## src/rtl/imem_dmem_arbiter_if.sv

```systemverilog
// Shared-SRAM bus between fetch, memory stage and the unified SRAM.
// slave: the arbiter; master: pipeline plus SRAM environment.
interface imem_dmem_arbiter_if #(
  parameter int unsigned ADDR_W = 64
);
  logic              flush;
  logic              inst_req;
  logic [ADDR_W-1:0] inst_addr;
  logic              inst_rvalid;
  logic [63:0]       inst_rdata;
  logic              data_req;
  logic [7:0]        data_we;
  logic [ADDR_W-1:0] data_addr;
  logic [63:0]       data_wdata;
  logic              data_rvalid;
  logic [63:0]       data_rdata;
  logic              sram_en;
  logic [7:0]        sram_we;
  logic [ADDR_W-1:0] sram_addr;
  logic [63:0]       sram_wdata;
  logic [63:0]       sram_rdata;
  logic              stall_req_if;
  logic              stall_req_mem;

  modport slave (
    input  flush, inst_req, inst_addr,
    input  data_req, data_we, data_addr, data_wdata,
    input  sram_rdata,
    output inst_rvalid, inst_rdata,
    output data_rvalid, data_rdata,
    output sram_en, sram_we, sram_addr, sram_wdata,
    output stall_req_if, stall_req_mem
  );

  modport master (
    output flush, inst_req, inst_addr,
    output data_req, data_we, data_addr, data_wdata,
    output sram_rdata,
    input  inst_rvalid, inst_rdata,
    input  data_rvalid, data_rdata,
    input  sram_en, sram_we, sram_addr, sram_wdata,
    input  stall_req_if, stall_req_mem
  );
endinterface

```

## src/rtl/imem_dmem_arbiter.sv

```systemverilog
// Fetch/data arbiter for one synchronous 64-bit SRAM port.
// Data has priority; a starvation counter lets fetch through.
module imem_dmem_arbiter #(
  parameter int unsigned STARVE_MAX = 3,
  parameter int unsigned ADDR_W     = 64
) (
  input logic                 clk,
  input logic                 rst,
  imem_dmem_arbiter_if.slave  bus
);

  typedef enum logic [1:0] {
    OWN_NONE = 2'd0,
    OWN_INST = 2'd1,
    OWN_DATA = 2'd2
  } owner_e;

  localparam logic [3:0] SMAX = 4'(STARVE_MAX);

  owner_e     owner_q, owner_d;
  logic [3:0] starve_q, starve_d;

  logic inst_ok;
  logic starve;
  logic grant_d;
  logic grant_i;

  assign inst_ok = bus.inst_req & ~bus.flush;
  assign starve  = (starve_q == SMAX) & inst_ok;
  assign grant_d = bus.data_req & ~starve;
  assign grant_i = inst_ok & ~grant_d;

  assign bus.stall_req_if  = inst_ok & ~grant_i;
  assign bus.stall_req_mem = bus.data_req & ~grant_d;

  // Steer the winner onto the SRAM port; idle port drives zeros.
  always_comb begin
    bus.sram_en    = grant_d | grant_i;
    bus.sram_we    = '0;
    bus.sram_addr  = '0;
    bus.sram_wdata = '0;
    unique case (1'b1)
      grant_d: begin
        bus.sram_we    = bus.data_we;
        bus.sram_addr  = bus.data_addr;
        bus.sram_wdata = bus.data_wdata;
      end
      grant_i: begin
        bus.sram_addr  = bus.inst_addr;
      end
      default: ;
    endcase
  end

  // Remember who owns the data returning next cycle.
  always_comb begin
    owner_d = OWN_NONE;
    unique case (1'b1)
      grant_d: owner_d = OWN_DATA;
      grant_i: owner_d = OWN_INST;
      default: owner_d = OWN_NONE;
    endcase
  end

  // Count consecutive denied fetch cycles, saturating.
  always_comb begin
    starve_d = starve_q;
    if (!inst_ok || grant_i) begin
      starve_d = '0;
    end else if (starve_q != SMAX) begin
      starve_d = starve_q + 4'd1;
    end
  end

  // State registers; reset drops any in-flight response.
  always_ff @(posedge clk or posedge rst) begin
    if (rst) begin
      owner_q  <= OWN_NONE;
      starve_q <= '0;
    end else begin
      owner_q  <= owner_d;
      starve_q <= starve_d;
    end
  end

  assign bus.inst_rvalid = (owner_q == OWN_INST) & ~bus.flush;
  assign bus.data_rvalid = (owner_q == OWN_DATA);
  assign bus.inst_rdata  = bus.inst_rvalid ? bus.sram_rdata : '0;
  assign bus.data_rdata  = bus.data_rvalid ? bus.sram_rdata : '0;

endmodule

```

## src/flat_wrapper.sv

```systemverilog
// flat-port wrapper written by rule: the top's interface ports become plain ports
module imem_dmem_arbiter_flat 
#(
  parameter int unsigned STARVE_MAX = 3,
  parameter int unsigned ADDR_W     = 64
)
  (clk, rst, bus_flush, bus_inst_req, bus_inst_addr, bus_data_req, bus_data_we, bus_data_addr, bus_data_wdata, bus_sram_rdata, bus_inst_rvalid, bus_inst_rdata, bus_data_rvalid, bus_data_rdata, bus_sram_en, bus_sram_we, bus_sram_addr, bus_sram_wdata, bus_stall_req_if, bus_stall_req_mem);
  imem_dmem_arbiter_if #(.ADDR_W(ADDR_W)) bus_i ();
  input logic clk;
  input logic rst;
  input wire logic [$bits(bus_i.flush)-1:0] bus_flush;
  input wire logic [$bits(bus_i.inst_req)-1:0] bus_inst_req;
  input wire logic [$bits(bus_i.inst_addr)-1:0] bus_inst_addr;
  input wire logic [$bits(bus_i.data_req)-1:0] bus_data_req;
  input wire logic [$bits(bus_i.data_we)-1:0] bus_data_we;
  input wire logic [$bits(bus_i.data_addr)-1:0] bus_data_addr;
  input wire logic [$bits(bus_i.data_wdata)-1:0] bus_data_wdata;
  input wire logic [$bits(bus_i.sram_rdata)-1:0] bus_sram_rdata;
  output wire logic [$bits(bus_i.inst_rvalid)-1:0] bus_inst_rvalid;
  output wire logic [$bits(bus_i.inst_rdata)-1:0] bus_inst_rdata;
  output wire logic [$bits(bus_i.data_rvalid)-1:0] bus_data_rvalid;
  output wire logic [$bits(bus_i.data_rdata)-1:0] bus_data_rdata;
  output wire logic [$bits(bus_i.sram_en)-1:0] bus_sram_en;
  output wire logic [$bits(bus_i.sram_we)-1:0] bus_sram_we;
  output wire logic [$bits(bus_i.sram_addr)-1:0] bus_sram_addr;
  output wire logic [$bits(bus_i.sram_wdata)-1:0] bus_sram_wdata;
  output wire logic [$bits(bus_i.stall_req_if)-1:0] bus_stall_req_if;
  output wire logic [$bits(bus_i.stall_req_mem)-1:0] bus_stall_req_mem;
  assign bus_i.flush = bus_flush;
  assign bus_i.inst_req = bus_inst_req;
  assign bus_i.inst_addr = bus_inst_addr;
  assign bus_i.data_req = bus_data_req;
  assign bus_i.data_we = bus_data_we;
  assign bus_i.data_addr = bus_data_addr;
  assign bus_i.data_wdata = bus_data_wdata;
  assign bus_i.sram_rdata = bus_sram_rdata;
  assign bus_inst_rvalid = bus_i.inst_rvalid;
  assign bus_inst_rdata = bus_i.inst_rdata;
  assign bus_data_rvalid = bus_i.data_rvalid;
  assign bus_data_rdata = bus_i.data_rdata;
  assign bus_sram_en = bus_i.sram_en;
  assign bus_sram_we = bus_i.sram_we;
  assign bus_sram_addr = bus_i.sram_addr;
  assign bus_sram_wdata = bus_i.sram_wdata;
  assign bus_stall_req_if = bus_i.stall_req_if;
  assign bus_stall_req_mem = bus_i.stall_req_mem;
  imem_dmem_arbiter #(.STARVE_MAX(STARVE_MAX), .ADDR_W(ADDR_W)) u_core (.clk(clk), .rst(rst), .bus(bus_i));
endmodule
```

## config.mk

```make
export PLATFORM = sky130hd
export DESIGN_NAME = imem_dmem_arbiter_flat
export DESIGN_NICKNAME = d
export VERILOG_FILES = /design/src/rtl/imem_dmem_arbiter_if.sv /design/src/rtl/imem_dmem_arbiter.sv /design/src/flat_wrapper.sv
export SDC_FILE = /design/constraint.sdc
export NUM_CORES = 1
export LEC_CHECK = 0
export BUFFER_PORTS_ARGS = -buffer_cell sky130_fd_sc_hd__buf_2
export CORE_AREA = 3 3 211 213
export CTS_CLUSTER_SIZE = 8
export DETAILED_ROUTE_END_ITERATION = 10
export DIE_AREA = 0 0 214 216
export MAX_ROUTING_LAYER = met4
export PLACE_DENSITY = 0.35
export SYNTH_ARGS = -nofsm -noshare
export SYNTH_HDL_FRONTEND = slang
export SYNTH_SLANG_ARGS = --single-unit
```

## constraint.sdc

```tcl
create_clock -name clk -period 1.4 [get_ports clk]
set_input_delay 0 -clock clk [delete_from_list [all_inputs] [get_ports clk]]
set_output_delay 0 -clock clk [all_outputs]
set_load 0.01 [all_outputs]
```

==> results.tsv, run 1 <==
stage	metric	value	unit
outcome	status	complete, but fails checks	
placement	# placed instances	1436	
layout	area grow syn2layout	230	%
clock_network	TritonCTS Buffers	3	
placement	routability cong.	0.896	
clock_network	CTS root buf	clkbuf_16	
clock_network	CTS tree	done	
die	DIE AREA	46200	µm²
yosys	Synth top area share	0.545	
clock_network	H-tree depth	1	
route	Final ANT Viol Nets	0	
layout	design area	7580	µm²
yosys	Synth area leaders	and2_1 (55%), a22o_1 (24%), dfrtp_1 (6.5%), clkbuf_1 (3.4%), buf_6 (2.9%)	
outcome	violated checks	setup timing	
sta	final hold violations	0	
power	Power Density	352	nW/µm²
run	max_cap viols	0	
critical_path	Critical Path AT	1.99	ns
route	drt drc	0	
worst_hold_path	HP Start	bus_data_req	
global_route	total grt overflow	0	
critical_path	CP Class	flop to output pin	
yosys	synthesized cell area	2290	µm²
die	core area	42900	µm²
layout	share of layout cells above drive strength 1	0.748	
global_route	initial antenna violation count	8	
critical_path	critical path data required time	1.40	ns
global_route	first-pass GRT wire length	36100	µm
layout	nets@finish	1172	
yosys	average size of a mapped cell	7.00	µm²
sta	Tcrit/Tclk final	1.42	
sta	RSZ-0062 raised after global routing	yes	
yosys	sequential share of the synthesized area	0.0654	
worst_hold_path	Hold Path Class	primary input to flop	
critical_path	Critical Path Sink Type	output pin	
worst_hold_path	cell depth of the worst hold path	3	
route	WL final	27300	µm
yosys	YS warnings	0	
layout	most common cell after layout, fill and taps aside	buf_2	
sta	Final Max Tran Viols	0	
clock_network	Worst-path clk slew	0.03	ns
critical_path	worst reg2reg path depth	6	
critical_path	RR Endpoint	u_core.owner_q[0]	
route	Avg Vias per Cell	3.24	
route	initial DRC count	97	
power	Max VDD drop	228	µV
clock_network	clock sink count	6	
clock_network	largest buffer count on any clock path	2	
sta	Worst Max-Slew Pin Slew	0.287	ns
layout	final core utilization	0.177	
layout	Multi-input gate area	2210	µm²
placement	pre-CTS setup slack	-0.449	ns
sta	Fmax	0.502	GHz
yosys	number of synthesized register bits	6	
placement	Final HPWL DP	20700	µm
die	Die Span Y	216	µm
placement	number of buffers added on ports	537	
global_route	vias in the first global route	4896	
die	Starting Density	0.0535	
die	Die Wd	214	µm
yosys	Mapped Cells	328	
yosys	area leader, netlist	and2_1	
critical_path	CP max FO	8	
die	std cell rows	76	
layout	Filler cells	4875	
route	routed len/inst	18.3	µm
placement	placed cell area	5840	µm²
sta	setup TNS	-81.61	ns
sta	Setup Skew	0.000372	ns
die	# IOs	538	
global_route	gr usage total	0.110	
worst_hold_path	Worst Hold End	u_core.starve_q[0]	
critical_path	Critical R2R Launch	u_core.starve_q[1]	
layout	storage element area	150	µm²
power	Leak	0.00417	µW
yosys	Net Count, Synth	598	
route	Vias	4831	
route	First-pass DRT Iterations	4	
sta	Final Setup Violations	266	
clock_network	clock latency on the worst-skew pair	0.23	ns
layout	Finished Layout Cells	1490	
sta	relative slew slack	0.808	
yosys	Synth cell types	21	
sta	final worst slack	-0.591	ns
sta	Period minus WS final	1.99	ns
global_route	largest net degree at the start of global routing	33	
critical_path	critical path startpoint category	flop	
layout	most frequent cells in the layout	buf_2 (460), and2_1 (152), buf_6 (78), a22o_1 (53), and2_4 (48)	
critical_path	FF-to-FF setup slack	-0.25	ns
==> what timing repair did <==
item / in CTS / in global routing
endpoints found under the hold margin: 6 / 0
endpoints found under the setup margin: 205 / 270
buffers inserted: 20 / 3
pin swaps: 47 / 11
resized for setup: 159 / 36
hold buffers: 1 / 0
cloned: 19 / 7
==> kinds of logic after synthesis <==
logic type,synth area share
adder cells (fa/ha/maj),0.00545
flip-flops,0.0654
AND/OR/NAND/NOR,0.583
AO/OA/AOI/OAI,0.251
buffers and inverters,0.0867
XOR/XNOR,0.00763
==> state kept, by name, summed over array words and instances (netlist names) <==
register / cells
u_core.starve_q: 4
u_core.owner_q: 2
==> power by group <==
group | total (µW) | switching, µW | internal (µW)
Clock | 456 | 90.4 | 366
Combinational | 2030 | 904 | 1130
Sequential | 182 | 3.03 | 179
Total | 2670 | 998 | 1670
==> final cells by class <==
type	instances	share of cell area
multi-input combinational	284	0.291
clock buffer	3	0.00990
sequential	6	0.0198
inverter	2	0.000990
antenna	5	0.00165
tap	585	0.0966
timing repair buffer	605	0.580
==> synthesized netlist by cell type <==
cell,n
buf_6,6
and3_1,1
buf_2,9
ha_1,1
nor2_1,1
xor2_1,1
a21boi_1,1
nand2_1,1
clkbuf_1,21
nor3b_1,2
and2_1,200
inv_1,2
nor2b_1,2
dfrtp_1,6
xnor2_1,1
nand2b_1,2
a21oi_2,1
nand3_1,1
or3b_1,1
nor3_1,4
a22o_1,64
==> per-stage QoR <==
step                total power, µW  hold WS, ns
floorplan                       796       -0.209
global placement               1770      -0.0575
detailed placement             1760      -0.0640
CTS                            2630        0.175
global route                   2830        0.206
finish                         2670        0.177
==> per-layer routing <==
metal | wire (µm) | global-route usage | up-vias
met1 | 10300 | 0.119 | 2211
met2 | 14800 | 0.213 | 346
met4 | 335 | 0.0185 | 0
li1 | - | - | 2256
met5 | 0 | - | -
met3 | 1920 | 0.0179 | 18
==> how the worst max path moves through the flow <==
| stage | from | to | slack [ns] | cells past startpoint |
|---|---|---|---|---|
| 6_report | u_core.starve_q[1] | bus_sram_addr[15] | -0.59 | 8 |
| 3_3_place_gp | u_core.starve_q[1] | bus_sram_addr[59] | -0.45 | 8 |
| 4_1_cts | u_core.starve_q[1] | bus_sram_addr[11] | -0.66 | 8 |
| 2_1_floorplan | u_core.starve_q[0] | bus_sram_addr[0] | -0.10 | 6 |
| 5_1_grt | u_core.starve_q[1] | bus_sram_addr[15] | -0.68 | 8 |
| 3_5_place_dp | u_core.starve_q[1] | bus_sram_addr[36] | -0.45 | 8 |
==> critical path, cell delays in order (launching register included) <==
cell and delay, ns:
dfrtp_1 0.34, ha_2 0.19, or3b_4 0.40, a21oi_4 0.18, buf_12 0.17, buf_12 0.14
buf_6 0.10, a22o_1 0.11, buf_2 0.12
Power figures use the tool's default switching activity.
==> inputs of run 2 (changes only) <==
Settings changed: BUFFER_PORTS_ARGS -buffer_cell sky130_fd_sc_hd__buf_2 to not set, CORE_AREA 3 3 211 213 to 2 2 212 214, CTS_BUF_LIST set to sky130_fd_sc_hd__clkbuf_8, DONT_BUFFER_PORTS set to 1, PLACE_DENSITY 0.35 to 0.3.
==> run 2 against run 1 <==
  * The flow still finishes with violations (setup timing)
  * Critical path type unchanged
  * Clock power is 43% lower
  * Die area did not move
  * Non-clock buffer count is 519 lower
  * Sequential cell count stayed put
  * Critical path depth up 1
  * Largest cell class is now multi-input combinational cells
==> results.tsv, run 2 (synthesized netlist as in run 1, its figures left out) <==
stage	metric	value	unit	change
critical_path	CP Class	flop to output pin		
global_route	total grt overflow	0		unchanged
power	Leak	0.00213	µW	-49%
route	Vias	3100		-36%
placement	# placed instances	915		-36%
route	drt drc	0		unchanged
layout	most common cell after layout, fill and taps aside	and2_4		
clock_network	CTS root buf	clkbuf_8		
route	top layer in use	met4		
critical_path	max incr delay on CP	0.36	ns	-0.04 ns
route	met2 routed WL	14200	µm	-4.0%
sta	final worst slack	-0.574	ns	+0.0171 ns
clock_network	clock latency on the worst-skew pair	0.22	ns	about the same
critical_path	worst reg2reg path depth	7		+1
critical_path	critical path startpoint category	flop		
layout	area grow syn2layout	130	%	
route	First-pass DRT Iterations	4		unchanged
run	max_cap viols	0		unchanged
sta	Worst Max-Slew Pin Slew	0.268	ns	-0.0189 ns
layout	max reg flops	4		unchanged
layout	design area	5280	µm²	-30%
layout	Filler cells	4972		+2.0%
critical_path	critical path data required time	1.40	ns	about the same
die	Die Wd	214	µm	unchanged
route	met3 WL	3220	µm	+67%
critical_path	FF-to-FF setup slack	-0.38	ns	-0.13 ns
placement	Final HPWL DP	19100	µm	-7.8%
placement	number of buffers added on ports	0		-100%
global_route	largest net degree at the start of global routing	66		+100%
clock_network	TritonCTS Buffers	3		unchanged
critical_path	Critical Path AT	1.97	ns	-0.02 ns
placement	routability cong.	0.984		+9.8%
layout	nets@finish	653		-44%
sta	relative slew slack	0.822		+0.0137
die	Starting Density	0.0523		-0.00116
global_route	vias in the first global route	2804		-43%
placement	placed cell area	3330	µm²	-43%
critical_path	critical-path cell list	ha_2 -> nor3b_4 -> buf_6 -> a21boi_4 -> buf_12 -> buf_8 -> buf_6 -> a22o_4 -> buf_12		
global_route	initial antenna violation count	8		unchanged
layout	Finished Layout Cells	982		-34%
clock_network	Worst-path clk slew	0.04	ns	about the same
route	initial DRC count	118		+22%
sta	Fmax	0.507	GHz	+0.86%
layout	share of layout cells above drive strength 1	0.745		-0.00237
route	routed len/inst	27.5	µm	+50%
sta	Period minus WS final	1.97	ns	-0.0171 ns
global_route	gr usage total	0.0978		-0.0122
critical_path	Top delay family on crit path	buffers and inverters		
clock_network	H-tree depth	1		unchanged
layout	final core utilization	0.120		-0.0563
critical_path	CP Depth	9		+1
worst_hold_path	cell depth of the worst hold path	1		-2
worst_hold_path	Hold Path Class	primary input to output pin		
critical_path	RR Endpoint	u_core.owner_q[0]		
critical_path	Critical Path Sink Type	output pin		
sta	RSZ-0062 raised after global routing	yes		
critical_path	critical path's slowest cell	dfrtp_1		
route	Final ANT Viol Nets	0		unchanged
clock_network	CTS tree	done		
clock_network	largest buffer count on any clock path	2		unchanged
layout	largest registers	u_core.starve_q: 4 flops, u_core.owner_q: 2 flops		
critical_path	CP max FO	6		-2
sta	Final Max Tran Viols	0		unchanged
layout	largest register by flop count	u_core.starve_q		
route	WL final	27000	µm	-1.2%
worst_hold_path	Worst Hold End	bus_sram_addr[26]		
route	DRT met1 WL	7720	µm	-25%
power	Tot Pwr	1880	µW	-30%
sta	Tcrit/Tclk final	1.41		-0.0122
die	std cell rows	77		+1.3%
sta	final hold violations	0		unchanged
global_route	first-pass GRT wire length	29100	µm	-19%
sta	Final Setup Violations	245		-7.9%
clock_network	clock sink count	6		unchanged
die	# IOs	538		unchanged
sta	Worst Hold Margin	0.105	ns	-0.0717 ns
power	Power Density	356	nW/µm²	+1.2%
worst_hold_path	HP Start	bus_inst_addr[26]		
die	core area	43800	µm²	+2.2%
power	Max VDD drop	121	µV	-47%
outcome	status	complete, but fails checks		
route	Avg Vias per Cell	3.16		-2.6%
critical_path	Worst Path Buf+Inv	5		+1
layout	most frequent cells in the layout	and2_4 (127), and2_1 (71), a22o_4 (58), buf_12 (24), buf_4 (21)		
critical_path	Critical R2R Launch	u_core.starve_q[0]		
outcome	violated checks	setup timing		
die	Die Span Y	216	µm	unchanged
die	DIE AREA	46200	µm²	unchanged
sta	Setup Skew	0.00454	ns	+0.00416 ns
run 2: changes by cell type in the layout (fill, tap and decap cells not counted), sizes merged:
cell	change
bufbuf	-3
dlygate4sd3	+1
buf	-521
clkbuf	+4
diode	+4
run 2: power breakdown:
group	internal (µW)	switching, µW	total, µW
clock	185	73.7	258
combinational	768	674	1440
sequential	178	3.32	182
run 2: worst reg2reg max path: stages (launching register included):
cell and delay (ns):
dfrtp_1 0.36, ha_2 0.21, or3b_4 0.40, a21oi_4 0.17
buf_4 0.15, buf_12 0.14, buf_16 0.16, buf_4 0.13
run 2: what timing repair did:
action,CTS,global route
resized for setup,108,147
buffers inserted,12,20
endpoints found under the hold margin,10,0
cloned,10,13
pin swaps,6,39
endpoints found under the setup margin,153,208
hold buffers,2,0
run 2: worst max path at each step:
| stage | from | end | slack, ns |
|---|---|---|---|
| CTS | u_core.starve_q[0] | bus_sram_addr[58] | -0.57 |
| detailed placement | u_core.starve_q[1] | bus_sram_addr[9] | -0.44 |
| global route | u_core.starve_q[0] | bus_sram_addr[54] | -0.64 |
| global placement | u_core.starve_q[1] | bus_sram_addr[9] | -0.43 |
| finish | u_core.starve_q[0] | bus_sram_addr[54] | -0.57 |
| floorplan | u_core.starve_q[0] | bus_sram_addr[0] | -0.10 |
run 2: area by class of cell:
type | instances | area [µm²] | area share
inverters | 2 | 7.51 | 0.00142
well taps | 592 | 741 | 0.140
multi-input cells | 284 | 2840 | 0.537
repair buffers | 86 | 1480 | 0.280
flip-flops and latches | 6 | 150 | 0.0284
diodes | 9 | 22.5 | 0.00427
clock buffers | 3 | 41.3 | 0.00782
run 2: metrics by stage:
step,setup WS (ns),setup TNS (ns)
floorplan,-0.103,-5.33
global placement,-0.425,-34.16
detailed placement,-0.435,-35.93
CTS,-0.572,-69.45
global route,-0.639,-84.56
finish,-0.574,-69.56
run 2: routing by layer:
metal | GRT usage | up-vias
met5 | - | -
met2 | 0.182 | 362
met3 | 0.0392 | 58
met4 | 0.0585 | 0
met1 | 0.0815 | 1464
li1 | - | 1216
